===== src/rtl/instr_fetch.sv =====
// ---------------------------------------------------------------------------
// instr_fetch
// Fetch sequencer placed between the RAM read port and the program counter.
// It captures one- or two-byte instructions from the registered RAM output
// and generates the PC increment/load strobes. Fetching continues while go
// is high, and the sequencer stops in HALT on HALT_OP.
//
// Ports
//   clk          single clock, shared with PC and RAM
//   reset        synchronous active-high reset
//   go           level request: run continuously while high
//   Q[7:0]       RAM read data, valid in the cycle after the address edge
//   INCR_PC      one-cycle PC increment strobe
//   LOAD_PC      one-cycle PC load strobe
//   ADDR[7:0]    PC load value, 0 unless LOAD_PC is high
//   IR[7:0]      last captured opcode
//   OPERAND[7:0] last captured operand byte
//   instr_valid  one-cycle pulse in DONE
//   instr_count  completed-instruction counter, wraps 255 -> 0
//   halted       high in HALT
//   state[2:0]   encoded state for the debug display
// ---------------------------------------------------------------------------
module instr_fetch #(
   parameter logic [7:0] HALT_OP = 8'h7F,
   parameter logic [7:0] JMP_OP  = 8'h80
) (
   input  logic       clk,
   input  logic       reset,
   input  logic       go,
   input  logic [7:0] Q,
   output logic       INCR_PC,
   output logic       LOAD_PC,
   output logic [7:0] ADDR,
   output logic [7:0] IR,
   output logic [7:0] OPERAND,
   output logic       instr_valid,
   output logic [7:0] instr_count,
   output logic       halted,
   output logic [2:0] state
);

   typedef enum logic [2:0] {
      IDLE    = 3'd0,
      F_WAIT  = 3'd1,
      F_LATCH = 3'd2,
      A_WAIT  = 3'd3,
      A_LATCH = 3'd4,
      DONE    = 3'd5,
      HALT    = 3'd6
   } state_t;

   state_t     r_state;
   state_t     w_state_next;
   logic [7:0] r_ir;
   logic [7:0] r_operand;
   logic [7:0] r_count;

   logic       w_incr;
   logic       w_load;
   logic [7:0] w_addr;
   logic       w_valid;
   logic       w_halted;
   logic       w_cap_ir;
   logic       w_cap_op;

   // State register and the captured registers. Reset wins over everything,
   // so an instruction in flight is simply abandoned.
   always_ff @(posedge clk) begin
      if (reset) begin
         r_state   <= IDLE;
         r_ir      <= 8'h00;
         r_operand <= 8'h00;
         r_count   <= 8'h00;
      end else begin
         r_state <= w_state_next;
         if (w_cap_ir) begin
            r_ir <= Q;
         end
         if (w_cap_op) begin
            r_operand <= Q;
         end
         if (w_valid) begin
            r_count <= r_count + 8'd1;
         end
      end
   end

   // Next-state and strobe decode. Strobes are purely a function of the
   // current state, so each lasts exactly the one cycle spent in that state
   // and reset drops them on the same edge it forces IDLE.
   always_comb begin
      w_state_next = r_state;
      w_incr       = 1'b0;
      w_load       = 1'b0;
      w_addr       = 8'h00;
      w_valid      = 1'b0;
      w_halted     = 1'b0;
      w_cap_ir     = 1'b0;
      w_cap_op     = 1'b0;
      case (r_state)
         IDLE: begin
            if (go) begin
               w_state_next = F_WAIT;
            end
         end
         F_WAIT: begin
            w_state_next = F_LATCH;
         end
         F_LATCH: begin
            w_cap_ir = 1'b1;
            w_incr   = 1'b1;
            w_state_next = Q[7] ? A_WAIT : DONE;
         end
         A_WAIT: begin
            w_state_next = A_LATCH;
         end
         A_LATCH: begin
            w_cap_op = 1'b1;
            // r_ir already holds the opcode captured in F_LATCH.
            if (r_ir == JMP_OP) begin
               w_load = 1'b1;
               w_addr = Q;
            end else begin
               w_incr = 1'b1;
            end
            w_state_next = DONE;
         end
         DONE: begin
            w_valid = 1'b1;
            if (r_ir == HALT_OP) begin
               w_state_next = HALT;
            end else if (go) begin
               w_state_next = F_WAIT;
            end else begin
               w_state_next = IDLE;
            end
         end
         HALT: begin
            w_halted = 1'b1;
         end
         default: begin
            w_state_next = IDLE;
         end
      endcase
   end

   assign INCR_PC     = w_incr;
   assign LOAD_PC     = w_load;
   assign ADDR        = w_addr;
   assign IR          = r_ir;
   assign OPERAND     = r_operand;
   assign instr_valid = w_valid;
   assign instr_count = r_count;
   assign halted      = w_halted;
   assign state       = r_state;

endmodule


===== config.mk =====
export PLATFORM = sky130hd
export DESIGN_NAME = instr_fetch
export DESIGN_NICKNAME = d
export VERILOG_FILES = /design/src/rtl/instr_fetch.sv
export SDC_FILE = /design/constraint.sdc
export NUM_CORES = 1
export LEC_CHECK = 0
export ABC_AREA = 1
export CAP_MARGIN = 20
export CORE_UTILIZATION = 42
export DETAILED_ROUTE_END_ITERATION = 12
export PLACE_DENSITY = 0.78
export SETUP_SLACK_MARGIN = 0.05
export SYNTH_ARGS = -nofsm -noshare
export SYNTH_HDL_FRONTEND = slang
export SYNTH_SLANG_ARGS = --single-unit

===== constraint.sdc =====
create_clock -name clk -period 1.5 [get_ports clk]
set_clock_uncertainty 0.2 [all_clocks]
set_input_delay 0.3 -clock clk [delete_from_list [all_inputs] [get_ports clk]]
set_output_delay 0.3 -clock clk [all_outputs]
set_load 0.03 [all_outputs]

==> results.py, run 1 <==
metrics = {
    "global_route": {
        "grt_first_pass_wirelength_um": 6330,
        "grt_use_total": 0.257,
        "first_global_vias": 1444,
        "grt_antenna_before_repair": 0,
        "grt_max_degree": 17,
        "grt-ovfl-total": 0,
    },
    "power_and_ir_drop": {
        "pwr-share-clk": 0.199,
        "switching_share": 0.339,
        "power_density_nw_per_um2": 733,
        "power.total_mw": 1.72,
        "share_seq_of_total_power": 0.463,
        "comb_power_share": 0.337,
        "power_switching_uw": 582,
        "ir_drop_v": 0.000616,
        "p_int_mw": 1.14,
        "power.leakage_nw": 1.05,
    },
    "setup_path": {
        "slowest_delay_ns": 0.36,
        "crit_buf_inv": 2,
        "reg2reg_from": "instr_count[1]",
        "start_kind": "flip-flop",
        "path_class": "reg2out",
        "crit_path_max_fanout": 9,
        "cp_cell_sequence": "nor4_4 > nand2_4 > buf_12 > nor2_4 > buf_6",
        "critical-path-top-delay-family": "simple AND/OR/NAND/NOR gates",
        "end_kind": "output pin",
        "slowest_stage": "dfxtp_2",
        "required_ns": 1.00,
        "r2r-end": "instr_count[6]",
        "r2r_cells": 6,
        "ff2ff_setup_slack_ns": -0.04,
        "cp.arrival_ns": 1.54,
    },
    "route": {
        "wl_per_cell_um": 15.1,
        "initialDrtViolationCount": 76,
        "drc_errors": 0,
        "vias": 1474,
        "first_pass_iters": 5,
        "ant_nets": 0,
        "totalWireLength_um": 4340,
        "avgViaCountPerCell": 5.14,
    },
    "sta": {
        "final_max_slew_viol_count": 0,
        "max_freq_mhz": 491,
        "relSlewSlack": 0.674,
        "finalCriticalPeriod_ns": 2.04,
        "hold_violations": 0,
        "timing.final.ws_setup_ns": -0.537,
        "setup_viol": 18,
        "fin_crit_sh": 1.36,
        "rsz0062_at_grt": "true",
        "tightest_slew_ns": 0.489,
    },
    "floorplan": {
        "die_h_um": 56.0,
        "start_util": 0.444,
        "die_x_um": 56.0,
        "dieArea_um2": 3140,
        "rows": 19,
        "pin_count": 50,
        "core_area_um2": 2760,
    },
    "yosys": {
        "avgSynthCellArea_um2": 7.25,
        "yosysSeqAreaShare": 0.441,
        "synth_fp_nets": 181,
        "ys_ff_latch": 27,
        "ys_warn_count": 0,
        "yosysUniqueCellTypes": 24,
        "netlist_area_um2": 1220,
        "synth_cells": 169,
    },
    "worst_hold_path": {
        "holdPathStages": 2,
        "min_path_type": "reg2reg",
        "min_to": "OPERAND[3]",
        "hp-start": "OPERAND[3]",
    },
    "cells_and_area": {
        "area_growth_pct": 91.2,
        "seqCellArea_um2": 578,
        "drive_gt1_frac": 0.547,
        "layout_commonest_cell": "buf_6",
        "filler_cell_count": 156,
        "multi_input_area_um2": 757,
        "most-common-layout-cells": "buf_6, buf_4, nand2_1",
        "final_cells": 287,
        "final_nets": 269,
        "diodes": 0,
    },
    "placement": {
        "numPortBuffers": 49,
        "preCtsSetupSlack_ns": -0.457,
        "hpwl_um": 2690,
        "gp_congestion": 0.891,
        "place_inst": 272,
    },
    "clock_network": {
        "clk_pin_slew_ns": 0.16,
        "clkLatencyLatePin_ns": 0.34,
        "cts_max_level": 1,
        "cts_buffer_depth": 2,
        "cts_buffers": 3,
        "cts_tree": "yes",
        "cts.sinks": 27,
        "cts_root_buffer": "clkbuf_4",
        "cts_hold_buf": 0,
    },
    "status": {
        "violations": "negative setup slack",
        "status": "finished, violations left",
    },
    "flow_run": {
        "drv_cap": 0,
    },
}
## worst max path at each step
| stage | startpoint | to | slack, ns | depth (start not counted) |
|---|---|---|---|---|
| 2_1_floorplan | IR[5] | ADDR[0] | -0.15 | 3 |
| 3_3_place_gp | IR[5] | INCR_PC | -0.43 | 5 |
| 3_5_place_dp | IR[5] | INCR_PC | -0.46 | 5 |
| 4_1_cts | IR[0] | ADDR[0] | -0.55 | 5 |
| 5_1_grt | IR[0] | ADDR[7] | -0.62 | 5 |
| 6_report | IR[0] | ADDR[7] | -0.54 | 5 |
## cell families (layout without fill, tap and decap cells)
kind of cell,Yosys count,in the layout,synth area share
buf+inv,28,115,0.103
xor+xnor,1,1,0.00715
simple gates,79,79,0.297
fa+ha+maj,1,1,0.0102
compound gates,33,33,0.141
flops,27,27,0.441
## worst register-to-register path: cells and delay by family, from the launching register on
family / cells / cell delay (ns)
DFF: 1 / 0.41
and+or+nand+nor: 4 / 0.49
adders and majority gates: 1 / 0.26
buffers and inverters: 1 / 0.10
## final cells by class
type | count | share of cell area
Multi-Input combinational cell | 114 | 0.323
Timing Repair Buffer | 87 | 0.360
Inverter | 24 | 0.0417
Sequential cell | 27 | 0.247
Clock inverter | 1 | 0.00267
Tap cell | 31 | 0.0166
Clock buffer | 3 | 0.00962
## power groups by stage
| stage | registers (mW) | logic (mW) | clock network, mW |
|---|---|---|---|
| after floorplan | 0.901 | 0.168 | 0 |
| after global placement | 0.808 | 0.459 | 0 |
| after detailed placement | 0.811 | 0.465 | 0 |
| after CTS | 0.799 | 0.516 | 0.344 |
| after global routing | 0.800 | 0.609 | 0.377 |
| final | 0.796 | 0.579 | 0.342 |
## stage by stage
stage               TNS, ns  hold WS, ns  utilization  area [um2]
floorplan             -1.27        0.162            -        1360
global placement      -3.46        0.238        0.712        1960
detailed placement    -3.93        0.238        0.712        1960
CTS                   -5.69        0.290        0.783        2160
global route          -7.32        0.296        0.849        2340
finish                -5.95        0.281        0.849        2340
## registers in the layout, summed over array words and instances (netlist names)
register     count
OPERAND          8
instr_count      8
IR               8
state            3
## synthesized netlist by cell type, drive strengths merged
master  count  area, um2
a21oi      22        110
buf         2       18.8
clkbuf      2       17.5
clkinv      1       3.75
dfxtp      27        541
ha          1       12.5
inv        23       86.3
nand2      44        165
nand3       8       57.6
nand3b      1       11.3
nand4       3       18.8
nor2       20       82.6
nor3        1       16.3
nor4        2       12.5
o211ai      2       15.0
o21a        1       7.51
o21ai       8       40.0
xor2        1       8.76
## metal layers
metal | global-route usage | share of wire | vias to the layer above
li1 | - | - | 716
met3 | 0.0465 | 0.048 | 16
met4 | 0.132 | 0.037 | 0
met2 | 0.440 | 0.51 | 54
met5 | 0 | 0 | -
met1 | 0.304 | 0.40 | 688
## timing repair
action	in CTS	in global routing
cloned	0	0
endpoints found under the setup margin	29	46
pin swaps	3	6
gates resized for setup	45	48
setup buffers	3	11
(Power assumes the default switching activity.)
==> inputs of run 2 (changes only) <==
Settings changed: ABC_CLOCK_PERIOD_IN_PS from default to 1500, CORE_MARGIN from default to 2.
==> run 2 against run 1 <==
Effect of this change: the flow still finishes with violations (negative setup slack); via count rose by 3.4%; core utilization rose by 0.091 points; combinational power rose by 3%; register-to-register slack barely moved; sequential power rose by 1%; clock power fell by 2%; first-iteration DRC count fell by 5.3%; global-route usage rose by 0.81 points; cell count did not move; die area rose by 7.3%; worst setup slack got worse by 0.0097 ns; highest routed layer unchanged.
==> results.py, run 2 (same netlist as run 1, synthesis figures left out) <==
metrics = {
    "floorplan": {
        "pin_count": 50,
        "die_x_um": 58.0,
        "dieArea_um2": 3360,
        "die_h_um": 58.0,
        "start_util": 0.444,
        "rows": 19,
        "core_area_um2": 2760,
    },
    "setup_path": {
        "r2r_cells": 9,
        "path_class": "reg2out",
        "crit_start": "IR[0]",
        "cp.arrival_ns": 1.55,
        "required_ns": 1.00,
        "ff2ff_setup_slack_ns": -0.05,
        "end_kind": "output pin",
        "crit_end": "ADDR[0]",
        "reg2reg_from": "state[0]",
        "r2r-end": "instr_count[7]",
        "crit_path_max_fanout": 9,
        "start_kind": "flip-flop",
    },
    "worst_hold_path": {
        "min_path_type": "reg2reg",
    },
    "sta": {
        "rsz0062_at_grt": "true",
        "relSlewSlack": 0.669,
        "fin_setup_tns_ns": -6.06,
        "finalCriticalPeriod_ns": 2.05,
        "setup_viol": 19,
        "timing.final.ws_setup_ns": -0.547,
        "final_max_slew_viol_count": 0,
        "hold_violations": 0,
        "fin_crit_sh": 1.36,
        "max_freq_mhz": 488,
        "tightest_slew_ns": 0.496,
    },
    "cells_and_area": {
        "seqCellArea_um2": 578,
        "most-common-layout-cells": "buf_6, buf_4, nand2_1",
        "filler_cell_count": 167,
        "layout_commonest_cell": "buf_6",
        "multi_input_area_um2": 757,
        "area_growth_pct": 91.4,
        "utilization": 0.850,
        "finalInstanceArea_um2": 2340,
        "drive_gt1_frac": 0.539,
        "diodes": 0,
        "final_nets": 269,
    },
    "status": {
        "status": "finished, violations left",
        "violations": "negative setup slack",
    },
    "placement": {
        "numPortBuffers": 49,
        "dpl-instance-area_um2": 1960,
        "hpwl_um": 2740,
        "gp_congestion": 0.877,
        "preCtsSetupSlack_ns": -0.430,
    },
    "clock_network": {
        "cts_root_buffer": "clkbuf_4",
        "cts_buffers": 3,
        "cts_buffer_depth": 2,
        "cts.sinks": 27,
        "clkLatencyLatePin_ns": 0.34,
        "cts_tree": "yes",
        "cts_max_level": 1,
        "clk_pin_slew_ns": 0.15,
    },
    "global_route": {
        "grt_max_degree": 17,
        "first_global_vias": 1445,
        "grt-ovfl-total": 0,
        "grt_first_pass_wirelength_um": 6750,
        "grt_use_total": 0.265,
        "grt_antenna_before_repair": 0,
    },
    "power_and_ir_drop": {
        "power.leakage_nw": 1.04,
        "power.total_mw": 1.74,
        "power_density_nw_per_um2": 741,
        "ir_drop_v": 0.000763,
    },
    "route": {
        "initialDrtViolationCount": 72,
        "first_pass_iters": 4,
        "avgViaCountPerCell": 5.31,
        "totalWireLength_um": 4550,
        "drc_errors": 0,
        "ant_nets": 0,
        "vias": 1524,
        "wl_per_cell_um": 15.9,
    },
    "flow_run": {
        "drv_cap": 0,
    },
}
==> run 2: how the worst min path moves through the flow <==
stage,cells past startpoint,start,end
4_1_cts,2,OPERAND[6],OPERAND[6]
6_report,2,OPERAND[6],OPERAND[6]
3_5_place_dp,2,OPERAND[6],OPERAND[6]
5_1_grt,2,OPERAND[6],OPERAND[6]
3_3_place_gp,2,OPERAND[6],OPERAND[6]
2_1_floorplan,1,reset,instr_count[1]
==> run 2: area by class of cell <==
type / count / area share
clock buffers: 3 / 0.00961
clock inverters: 1 / 0.00267
inverters: 24 / 0.0416
multi-input cells: 114 / 0.323
flip-flops and latches: 27 / 0.247
well taps: 31 / 0.0165
repair buffers: 87 / 0.360
==> run 2: metrics by stage <==
step,hold WS [ns],std cells
finish,0.280,287
CTS,0.279,282
global route,0.295,287
global placement,0.256,271
floorplan,0.162,169
detailed placement,0.258,271
==> run 2: power by group <==
| part | internal, mW | total (mW) | switching (mW) |
|---|---|---|---|
| combinational | 0.285 | 0.598 | 0.314 |
| clock | 0.104 | 0.334 | 0.229 |
| sequential | 0.760 | 0.804 | 0.0439 |
==> run 2: layer usage <==
metal,track usage,wire [um],share of wire
met5,0,0,0
met4,0.120,172,0.038
met3,0.0446,243,0.053
met2,0.469,2390,0.53
met1,0.311,1740,0.38
==> run 2: critical path, cell delays in order (launching register included) <==
cell,delay (ns)
dfxtp_4,0.38
nor4_4,0.31
nand2_4,0.10
buf_12,0.17
nor2_4,0.11
buf_6,0.13
==> run 2: timing repair <==
| action | in CTS | in global routing |
|---|---|---|
| hold endpoints to repair | 0 | 0 |
| pin swaps | 4 | 6 |
| resized for setup | 57 | 38 |
| setup endpoints to repair | 26 | 48 |
| hold buffers | 0 | 0 |
| buffers inserted | 7 | 10 |
